File: src/rtl/sensor_arbiter_pkg.sv
// rtl/sensor_arbiter_pkg.sv - shared defaults and helpers for the sensor arbiter slice
package sensor_arbiter_pkg;

  localparam int DEF_NUM_SENSORS = 16;
  localparam int DEF_DATA_WIDTH  = 32;
  localparam int DEF_ID_WIDTH    = 6;
  localparam int DEF_OVR_WIDTH   = 16;
  localparam int MAX_SENSORS     = 64;

  function automatic logic [6:0] popcount(input logic [MAX_SENSORS-1:0] v);
    logic [6:0] c;
    c = '0;
    for (int i = 0; i < MAX_SENSORS; i++) begin
      c = c + {6'd0, v[i]};
    end
    return c;
  endfunction

endpackage

File: src/rtl/rr_arbiter.sv
// rtl/rr_arbiter.sv - round-robin arbiter owning the rotating search pointer
module rr_arbiter #(
  parameter int N = 16
) (
  input  logic                 clk,
  input  logic                 reset_n,
  input  logic [N-1:0]         request,
  input  logic                 enable,
  output logic [N-1:0]         grant,
  output logic [$clog2(N)-1:0] grant_idx,
  output logic                 grant_valid
);

  localparam int W = $clog2(N);

  // Holds last_grant+1 so that reset to 0 makes channel 0 the first to be searched.
  logic [W-1:0] next_ptr;
  int           c;
  logic [W-1:0] cw;

  always_comb begin
    grant       = '0;
    grant_idx   = '0;
    grant_valid = 1'b0;
    c           = 0;
    cw          = '0;
    if (enable) begin
      for (int i = 0; i < N; i++) begin
        c = int'(next_ptr) + i;
        if (c >= N) c = c - N;
        cw = W'(c);
        if (!grant_valid && request[cw]) begin
          grant_valid = 1'b1;
          grant_idx   = cw;
          grant[cw]   = 1'b1;
        end
      end
    end
  end

  always_ff @(posedge clk or negedge reset_n) begin
    if (!reset_n) begin
      next_ptr <= '0;
    end else if (grant_valid) begin
      next_ptr <= (grant_idx == W'(N-1)) ? '0 : grant_idx + W'(1);
    end
  end

endmodule

File: src/rtl/sensor_arbiter.sv
// rtl/sensor_arbiter.sv - per-channel pending capture serialised onto one tagged output stream
module sensor_arbiter
  import sensor_arbiter_pkg::*;
#(
  parameter int NUM_SENSORS = DEF_NUM_SENSORS,
  parameter int DATA_WIDTH  = DEF_DATA_WIDTH,
  parameter int ID_WIDTH    = DEF_ID_WIDTH,
  parameter int OVR_WIDTH   = DEF_OVR_WIDTH
) (
  input  logic                              clk,
  input  logic                              reset_n,
  input  logic [NUM_SENSORS*DATA_WIDTH-1:0] sensor_values,
  input  logic [NUM_SENSORS-1:0]            data_available,
  input  logic                              ready,
  output logic [DATA_WIDTH-1:0]             sensor_value_out,
  output logic [ID_WIDTH-1:0]               sensor_id_out,
  output logic                              write,
  output logic [OVR_WIDTH-1:0]              overrun_count,
  input  logic                              clear_overrun
);

  localparam int SW = $clog2(NUM_SENSORS);

  logic [DATA_WIDTH-1:0]  hold [NUM_SENSORS];
  logic [NUM_SENSORS-1:0] pending;
  logic [NUM_SENSORS-1:0] grant;
  logic [NUM_SENSORS-1:0] overrun_mask;
  logic [SW-1:0]          grant_idx;
  logic                   grant_valid;
  logic                   out_free;
  logic [6:0]             overrun_inc;
  logic [OVR_WIDTH:0]     overrun_sum;

  assign out_free = !write || ready;

  // A strobe on the channel being granted this cycle is a refill, not an overrun.
  assign overrun_mask = data_available & pending & ~grant;
  assign overrun_inc  = popcount(MAX_SENSORS'(overrun_mask));
  assign overrun_sum  = {1'b0, overrun_count} + (OVR_WIDTH+1)'(overrun_inc);

  rr_arbiter #(
    .N(NUM_SENSORS)
  ) u_arb (
    .clk         (clk),
    .reset_n     (reset_n),
    .request     (pending),
    .enable      (out_free),
    .grant       (grant),
    .grant_idx   (grant_idx),
    .grant_valid (grant_valid)
  );

  always_ff @(posedge clk or negedge reset_n) begin
    if (!reset_n) begin
      for (int k = 0; k < NUM_SENSORS; k++) hold[k] <= '0;
      pending          <= '0;
      write            <= 1'b0;
      sensor_value_out <= '0;
      sensor_id_out    <= '0;
      overrun_count    <= '0;
    end else begin
      pending <= (pending & ~grant) | data_available;
      for (int k = 0; k < NUM_SENSORS; k++) begin
        if (data_available[k]) hold[k] <= sensor_values[k*DATA_WIDTH +: DATA_WIDTH];
      end

      if (out_free) begin
        if (grant_valid) begin
          sensor_value_out <= hold[grant_idx];
          sensor_id_out    <= ID_WIDTH'(grant_idx);
          write            <= 1'b1;
        end else begin
          write <= 1'b0;
        end
      end

      if (clear_overrun) begin
        overrun_count <= '0;
      end else if (overrun_sum[OVR_WIDTH]) begin
        overrun_count <= '1;
      end else begin
        overrun_count <= overrun_sum[OVR_WIDTH-1:0];
      end
    end
  end

endmodule
File: config.mk
export PLATFORM = sky130hd
export DESIGN_NAME = sensor_arbiter
export DESIGN_NICKNAME = d
export VERILOG_FILES = /design/src/rtl/sensor_arbiter_pkg.sv /design/src/rtl/rr_arbiter.sv /design/src/rtl/sensor_arbiter.sv
export SDC_FILE = /design/constraint.sdc
export NUM_CORES = 1
export LEC_CHECK = 0
export ABC_AREA = 0
export CAP_MARGIN = 5
export CORE_MARGIN = 4
export CORE_UTILIZATION = 48
export DETAILED_ROUTE_END_ITERATION = 8
export PLACE_DENSITY = 0.76
export REMOVE_ABC_BUFFERS = 1
export SYNTH_ARGS = -nofsm -noshare
export SYNTH_HDL_FRONTEND = slang
export SYNTH_SLANG_ARGS = --single-unit
File: constraint.sdc
create_clock -name clk -period 9.3 [get_ports clk]
set_clock_uncertainty 0.1 [all_clocks]
set_input_delay 2.79 -clock clk [delete_from_list [all_inputs] [get_ports clk]]
set_output_delay 2.79 -clock clk [all_outputs]
set_load 0.02 [all_outputs]
After elaboration in Yosys (flattened, before gate mapping)
Index checks and enable logic that the tools add are counted.
{ "totals": {"reg_bits": 585, "input_bits": 532} }
{ "classes": {"n_addsub": 48, "n_mux": 184, "magnitude_cmp": 49, "bitwise": 21, "n_eq_ne": 1, "reduce_logical": 49} }
{ "op_table": {"columns": ["operator", "count"], "rows": [
  ["two-way mux 16 bit", 34],
  ["OR 16 bit", 16],
  ["two-way mux 4 bit", 50],
  ["binary-select mux 32 bit (select 4 bit)", 1],
  [">= comparator 5 bit, second input constant", 16],
  ["less-than comparator 4 x 5 -> 1 bit, second input constant", 16],
  ["two-way mux 1 bit", 65],
  ["binary-select mux 1 bit (select 4 bit)", 16],
  ["demux 1 bit (select 4 bit)", 16],
  [">= comparator 4 x 1 -> 1 bit, second input constant", 16],
  ["two-way mux 32 bit", 2],
  ["subtractor 4 x 1 -> 4 bit, second input constant", 16],
  ["adder 7 x 1 -> 7 bit", 9],
  ["AND 16 bit", 3],
  ["adder 4 x 4 -> 5 bit, second input constant", 8],
  ["logical AND 1 bit", 31],
  ["adder 4 x 3 -> 5 bit, second input constant", 4],
  ["adder 16 x 7 -> 17 bit", 1],
  ["logical NOT 1 bit", 16],
  ["inverter 16 bit", 1],
  ["adder 4 x 2 -> 5 bit, second input constant", 2],
  ["adder 6 x 1 -> 7 bit", 1],
  ["adder 5 x 1 -> 6 bit", 1],
  ["adder 4 x 1 -> 5 bit", 1],
  ["10 further kinds", 10]
]} }

Logic depth before layout (Yosys ltp)
Gate-level depths: netlist (run 1).
{ "logic_depth": {"word_depth": 87, "depth_mapped": 38, "mapped_depth_nobuf": 33} }

Hierarchy
A second synthesis (run 1) with hierarchy kept.
{ "unflattened": {"cells_unflattened": 2267, "hier_area_um2": 30483.0} }
{ "modules_own_cells": {"columns": ["mod", "seq_area_each_um2", "area_per_inst_um2", "cells_per_inst", "n_inst"], "rows": [
  ["sensor_arbiter", 14538.9, 25983.7, 1636, 1],
  ["rr_arbiter", 100.1, 4499.3, 631, 1]
]} }

Worst setup path before layout (run 1)
OpenSTA, ideal clock, no wires.
{ "synth_timing": {"path_type": "register to register", "start": "register u_arb.next_ptr[1]", "end": "register overrun_count[10]", "stages_incl_launch_ff": 36, "required_time_ns": 9.063, "slack_ns": 0.372, "t_arrival_ns": 8.690, "path_cell_list": "dfrtp_1 -> clkbuf_1 -> inv_1 -> ha_1 -> buf_2 -> xor2_1 -> mux4_2 -> mux2_2 -> nor2_1 -> and4_4 -> buf_2 -> buf_2 -> a21oi_1 -> mux2i_1 -> nand2_1 -> and3_1 -> o21ai_0 -> nor2_1 -> fa_1 -> inv_1 -> fa_1 -> fa_1 -> inv_1 -> fa_1 -> fa_1 -> fa_1 -> a21oi_1 -> nor2_1 -> nor2_1 -> nor2b_1 -> o21ai_0 -> nor2_1 -> and3_1 -> nand4_1 -> clkbuf_1 -> a21oi_1"} }
{ "synth_via": {"elab_chain_cells": 87, "word_cells_on_any_way": 318} }
{ "synth_lines": {"columns": ["item", "line_no", "text"], "rows": [
  ["start: declaration", "rr_arbiter.sv:17", "logic [W-1:0] next_ptr;"],
  ["start signal: assignment", "rr_arbiter.sv:45", "next_ptr <= (grant_idx == W'(N-1)) ? '0 : grant_idx + W'(1);"],
  ["branches (longest 65 deep; another with adder 4 x 1 -> 5 bit)", null, null],
  ["two-way mux 16 bit *", "rr_arbiter.sv:32", "if (!grant_valid && request[cw]) begin"],
  ["two-way mux 16 bit *", "rr_arbiter.sv:27", "if (enable) begin"],
  ["inverter 16 bit *", "sensor_arbiter.sv:37", "assign overrun_mask = data_available & pending & ~grant;"],
  ["AND 16 bit *", "sensor_arbiter.sv:37", null],
  ["adder 1 x 1 -> 2 bit", "sensor_arbiter_pkg.sv:14", "c = c + {6'd0, v[i]};"],
  ["adder 2 x 1 -> 3 bit", "sensor_arbiter_pkg.sv:14", null],
  ["adder 3 x 1 -> 4 bit", "sensor_arbiter_pkg.sv:14", null],
  ["adder 4 x 1 -> 5 bit", "sensor_arbiter_pkg.sv:14", null],
  ["adder 5 x 1 -> 6 bit", "sensor_arbiter_pkg.sv:14", null],
  ["adder 6 x 1 -> 7 bit", "sensor_arbiter_pkg.sv:14", null],
  ["adder 7 x 1 -> 7 bit (8 in series)", "sensor_arbiter_pkg.sv:14", null],
  ["adder 7 x 1 -> 7 bit *", "sensor_arbiter_pkg.sv:14", null],
  ["adder 16 x 7 -> 17 bit *", "sensor_arbiter.sv:39", "assign overrun_sum = {1'b0, overrun_count} + (OVR_WIDTH+1)'(overrun_inc);"],
  ["two-way mux 16 bit *", "sensor_arbiter.sv:79", "end else if (overrun_sum[OVR_WIDTH]) begin"],
  ["two-way mux 16 bit *", "sensor_arbiter.sv:77", "if (clear_overrun) begin"],
  ["end signal: assignment", "sensor_arbiter.sv:82", "overrun_count <= overrun_sum[OVR_WIDTH-1:0];"],
  ["end: declaration", "sensor_arbiter.sv:18", "output logic [OVR_WIDTH-1:0] overrun_count,"]
]} }
Every way passes the cells marked *. The select of a mux whose other input is x is not followed.
A chain may end at the register's enable or synchronous reset.

Final worst setup path (run 1)
{ "layout_timing": {"start": "register u_arb.next_ptr[1]", "end": "register overrun_count[0]"} }
Same word-level chain as after synthesis.

==> flow_summary.ini, run 1 <==
[critical_path]
r2r_start = u_arb.next_ptr[1]
critical_path_class = flip-flop to flip-flop
cp-end-kind = flip-flop
r2r_cells = 31
reg2reg_slack_ns = 0.51
arrival_ns = 9.14
crit_fanout = 18
crit_slowest_cell = mux4_2
max_stage_delay_ns = 0.57
r2r-end = overrun_count[0]
start_kind = flip-flop
crit_required_ns = 9.65
cpMostUsedCell = fa_1

[clocking]
cts_hold_buf = 0
insertion_delay_ns = 0.65
cts-resized-gates = 0
tritoncts = done
cts.sinks = 585
numCtsBuffers = 61
htreeDepth = 2
cts_setup_buffers = 0
clk_pin_slew_ns = 0.06
clock_path_buffers = 3
clockRootBuffer = clkbuf_16

[global_routing]
grt_first_pass_wirelength_um = 190000
grt-ovfl-total = 0
grt_pass1_vias = 27900
antenna_found_initial = 56
grt_max_degree = 177
grt_usage_pct = 38.3

[detailed_routing]
dr.pass1.iters = 5
finalWirelength_um = 135000
route.detailed.drc = 0
via_count = 27000
final_antenna_net_count = 0
wire_per_inst_um = 32.4
drt_iter0_drc = 2866
via_per_inst = 6.49

[logic_synthesis]
syn_area_per_cell_sq_um = 11.6
synthXorXnorAreaFrac_pct = 0.679
synth_cell_type_count = 85
yosysWarnings = 0
synth_seq_cells = 585
synthAdderAreaFrac_pct = 1.76
yosys.area_share.simple_pct = 8.47
synth_compound_area_share_pct = 14.2
ys_seq_area_share_pct = 47.6
syn_area_sq_mm = 0.0308
synth_edf_count = 0
synth_top_family_by_area = multiplexers
synth-async-reset-ratio_pct = 100
synth.area.mux_share_pct = 23.3
ys.flop_type = dfrtp_1
syn_inst = 2647

[floorplanning]
initial_core_util_pct = 48.6
core_sq_mm = 0.0633
chipHeight_um = 261
ios = 587
die_w_um = 261
die-area_sq_mm = 0.0682
rows = 92

[placed_design]
routabilityCongestion = 0.988
hpwlAfterDp_um = 95600
place_inst = 3995
dp_slack_ns = 0.222
portBuffers = 584

[cells_and_area]
layout_commonest_cell = dfrtp_1
final_cell_mix = dfrtp_1 (585), clkdlybuf4s50_1 (567), mux2_2 (498)
postLayoutCoreUtil_pct = 63.2
stdcell_count = 4158
syn2layout_area_growth_pct = 30.0
drive_above_1_share_pct = 25.2
n_fill_cell = 4942
fin_nets = 3780

[timing]
setup_viol = 0
timing.fmax_ghz = 0.114
worstMarginPinSlew_ns = 1.20
hold_viol_final = 0
fin_crit_sh_pct = 94.5
rsz0062_at_grt = false
slew_violations = 0
finalCriticalPeriod_ns = 8.79
finalWorstSetupSlack_ns = 0.508
relSlewSlack_pct = 19.8
fin_tns_setup_ns = 0
worst_hold_slack_ns = 0.382

[min_path]
min_from = sensor_id_out[0]
min_path_cells = 2
min_to = sensor_id_out[0]
min_path_type = flip-flop to flip-flop

[outcome]
outcome = completed

[power]
powerDensity_mw_per_mm2 = 287
vdd.ir_drop.worst_mv = 0.232
leakagePower_nw = 16.6

[flow_run]
maxCapViolations = 0
how the worst max path moves through the flow:
stage | slack (ns) | from | endpoint
after floorplan | -0.74 | u_arb.next_ptr[0] | sensor_value_out[0]
after global placement | 0.34 | ready | overrun_count[0]
after detailed placement | 0.22 | ready | overrun_count[5]
after CTS | 0.38 | u_arb.next_ptr[1] | overrun_count[0]
after global routing | 0.02 | u_arb.next_ptr[1] | overrun_count[2]
final | 0.51 | u_arb.next_ptr[1] | overrun_count[0]
cells in the mapped netlist, types with 10 or more instances:
master | n | share of area, %
a211o_1 | 34 | 0.97
a211oi_1 | 34 | 0.83
a21o_1 | 10 | 0.24
a21oi_1 | 63 | 1.0
a221oi_1 | 103 | 2.9
a22oi_1 | 13 | 0.32
a31oi_1 | 13 | 0.26
a32oi_1 | 36 | 1.0
and2_1 | 109 | 2.2
and3_1 | 11 | 0.22
and4_1 | 10 | 0.28
buf_1 | 24 | 0.29
buf_2 | 53 | 0.86
clkbuf_1 | 124 | 1.5
dfrtp_1 | 585 | 48
fa_1 | 12 | 0.78
ha_1 | 24 | 0.98
inv_1 | 62 | 0.76
mux2_1 | 33 | 1.2
mux2_2 | 498 | 18
mux2i_1 | 65 | 2.1
mux4_2 | 23 | 1.7
nand2_1 | 226 | 2.8
nand3_1 | 38 | 0.62
nand4_1 | 20 | 0.41
nor2_1 | 42 | 0.51
nor3_1 | 19 | 0.31
o211a_1 | 33 | 1.1
o211ai_1 | 73 | 1.8
o21ai_0 | 70 | 1.1
o31ai_1 | 34 | 0.83
xnor2_1 | 12 | 0.34
xor2_1 | 10 | 0.28
flip-flops by register name, summed over array words and instances, names as in the netlist:
name,cells
pending,16
hold,512
sensor_value_out,32
u_arb.next_ptr,4
write,1
overrun_count,16
sensor_id_out,4
power breakdown:
part | switching (W) | internal (W) | total [W] | leakage (nW)
Sequential | 0.000223 | 0.00289 | 0.00311 | 6.86
Clock | 0.00105 | 0.00147 | 0.00252 | 1.03
Combinational | 0.00366 | 0.00218 | 0.00584 | 8.68
Total | 0.00494 | 0.00654 | 0.0115 | 16.6
routing by layer:
metal	part of all wire [%]	GRT usage, %	vias to the layer above	wire length [um]
met1	37	49.0	13700	50100
met3	10	9.07	451	13700
met5	0.14	0	-	183
li1	-	-	11000	-
met2	46	60.0	1773	61900
met4	6.6	22.0	26	8950
cell type report:
type | count | area [sq um] | area share [%]
clock buffers | 95 | 1890 | 4.71
well taps | 846 | 1060 | 2.65
repair buffers | 719 | 6830 | 17.1
clock inverters | 19 | 204 | 0.510
flip-flops and latches | 585 | 14600 | 36.6
diodes | 49 | 123 | 0.307
inverters | 64 | 241 | 0.604
multi-input cells | 1781 | 15000 | 37.5
cell families after synthesis:
group	count (synthesis)
mux	621
flops	585
compound gates	576
simple gates	523
buf+inv	282
fa+ha+maj	36
xor+xnor	23
other cells	1
stage by stage:
step,instance area (sq um),power [W]
2_1_floorplan,29800,0.00625
3_3_place_gp,37800,0.00876
3_5_place_dp,37800,0.00882
4_1_cts,39900,0.0114
5_1_grt,40000,0.0119
6_report,40000,0.0115
worst max-delay path: cells and delay by family, from the launching register on:
kind / cells / cell delay, ns
buffers and inverters: 5 / 0.83
AOI/OAI and AO/OA: 6 / 1.14
DFF: 1 / 0.35
xor gates and xnor gates: 1 / 0.31
adders and majority gates: 7 / 3.35
muxes: 2 / 0.89
and+or+nand+nor: 10 / 1.69
(Power assumes the default switching activity.)
==> run 2: changes to the inputs <==
--- a/config.mk
+++ b/config.mk
@@ -7,10 +7,13 @@
 export LEC_CHECK = 0
 export ABC_AREA = 0
 export CAP_MARGIN = 5
+export CELL_PAD_IN_SITES_DETAIL_PLACEMENT = 2
+export CELL_PAD_IN_SITES_GLOBAL_PLACEMENT = 2
 export CORE_MARGIN = 4
-export CORE_UTILIZATION = 48
+export CORE_UTILIZATION = 31
 export DETAILED_ROUTE_END_ITERATION = 8
-export PLACE_DENSITY = 0.76
+export HOLD_SLACK_MARGIN = 0.03
+export PLACE_DENSITY = 0.75
 export REMOVE_ABC_BUFFERS = 1
 export SYNTH_ARGS = -nofsm -noshare
 export SYNTH_HDL_FRONTEND = slang
==> flow_summary.ini, run 2 (synthesized netlist as in run 1, its figures left out) <==
[outcome]
outcome = completed

[placed_design]
routabilityCongestion = 0.923
hpwlAfterDp_um = 117000
placed_cell_area_sq_mm = 0.0385
portBuffers = 584
place_inst = 4457

[cells_and_area]
postLayoutCoreUtil_pct = 41.8
stdcell_count = 4643
largest_reg_flops = 512
final_cell_mix = dfrtp_1 (584), clkdlybuf4s50_1 (567), mux2_2 (498)
layout_commonest_cell = dfrtp_1
fin_nets = 3811
syn2layout_area_growth_pct = 33.6
postLayoutCellArea_sq_mm = 0.0411
drive_above_1_share_pct = 26.0
top_register = hold
largest_registers = hold (512), sensor_value_out (32)

[flow_run]
maxCapViolations = 0

[floorplanning]
core_sq_mm = 0.0984
rows = 115
chipHeight_um = 323
die_w_um = 323
ios = 587
die-area_sq_mm = 0.104
initial_core_util_pct = 31.3

[clocking]
clockRootBuffer = clkbuf_16
tritoncts = done
clk_pin_slew_ns = 0.06
numCtsBuffers = 70
insertion_delay_ns = 0.65
clock_path_buffers = 3
htreeDepth = 3
cts.sinks = 585
cts_hold_buf = 0

[critical_path]
reg2reg_slack_ns = 0.45
arrival_ns = 9.24
critical_path_class = flip-flop to flip-flop
cpMostUsedCell = fa_1
startpoint = u_arb.next_ptr[1]
crit_required_ns = 9.69
crit_fanout = 18
r2r_start = u_arb.next_ptr[1]
crit_slowest_cell = fa_1
r2r-end = overrun_count[5]
cp-end-kind = flip-flop
start_kind = flip-flop
max_stage_delay_ns = 0.57
r2r_cells = 31

[min_path]
min_from = hold[452]
min_path_cells = 1
min_to = hold[452]
min_path_type = flip-flop to flip-flop

[timing]
hold_viol_final = 0
timing.fmax_ghz = 0.113
fin_crit_sh_pct = 95.2
worstMarginPinSlew_ns = 1.13
rsz0062_at_grt = false
finalCriticalPeriod_ns = 8.85
slew_violations = 0
setup_viol = 0
relSlewSlack_pct = 24.4

[power]
leakagePower_nw = 16.8
powerDensity_mw_per_mm2 = 298
vdd.ir_drop.worst_mv = 0.286

[detailed_routing]
via_per_inst = 5.79
dr.pass1.iters = 5
via_count = 26900
finalWirelength_um = 165000
route.detailed.drc = 0
final_antenna_net_count = 0
drt_iter0_drc = 1920
wire_per_inst_um = 35.5

[global_routing]
grt_usage_pct = 30.8
grt-ovfl-total = 0
grt_pass1_vias = 30600
grt_first_pass_wirelength_um = 230000
antenna_found_initial = 78
grt_max_degree = 138
## run 2: how the worst max path moves through the flow
stage | slack, ns | to | depth (start not counted)
4_1_cts | 0.24 | overrun_count[5] | 31
6_report | 0.45 | overrun_count[5] | 31
5_1_grt | 0.02 | overrun_count[5] | 32
3_3_place_gp | 0.47 | overrun_count[4] | 31
3_5_place_dp | 0.28 | overrun_count[5] | 31
2_1_floorplan | -0.74 | sensor_value_out[0] | 13
## run 2: stage by stage
stage / hold WS (ns) / setup WS (ns) / total power [W] / TNS, ns
after floorplan: 0.372 / -0.743 / 0.00625 / -25.05
after global placement: 0.365 / 0.471 / 0.00912 / 0
after detailed placement: 0.379 / 0.280 / 0.00930 / 0
after CTS: 0.392 / 0.236 / 0.0122 / 0
after global routing: 0.406 / 0.0168 / 0.0128 / 0
final: 0.396 / 0.448 / 0.0122 / 0
## run 2: area by class of cell
class | count | area (sq um)
fillers | 10100 | 57300
multi-input cells | 1781 | 15100
flip-flops and latches | 585 | 14600
repair buffers | 741 | 7030
clock buffers | 105 | 2090
well taps | 1287 | 1610
clock inverters | 18 | 243
inverters | 64 | 241
diodes | 62 | 155
## run 2: layer usage
layer	GRT usage [%]	wire (um)	vias up	share of wire, %
met5	0	247	-	0.15
met1	36.7	63900	14300	39
met3	6.76	10000	343	6.1
met4	15.7	8140	34	4.9
met2	52.7	82500	1069	50
li1	-	-	11100	-
## run 2: critical path: cells and delay by family, from the launching register on
family | cells | cell delay (ns)
AOI/OAI and AO/OA | 7 | 1.62
buffers and inverters | 4 | 0.79
DFF | 1 | 0.36
xor gates and xnor gates | 1 | 0.17
muxes | 2 | 0.75
adders and majority gates | 7 | 3.36
and+or+nand+nor | 10 | 1.53
## run 2: timing repair
item	in CTS	in global routing
resized for setup	0	18
endpoints found under the hold margin	0	0
setup endpoints to repair	0	16
setup buffers	0	1
## run 2: where the power goes
| part | internal [W] | switching [W] | leakage (nW) | total, W |
|---|---|---|---|---|
| Combinational | 0.00222 | 0.00403 | 8.84 | 0.00626 |
| Clock | 0.00165 | 0.00121 | 1.14 | 0.00286 |
| Sequential | 0.00289 | 0.000245 | 6.86 | 0.00314 |
| Total | 0.00676 | 0.00549 | 16.8 | 0.0122 |
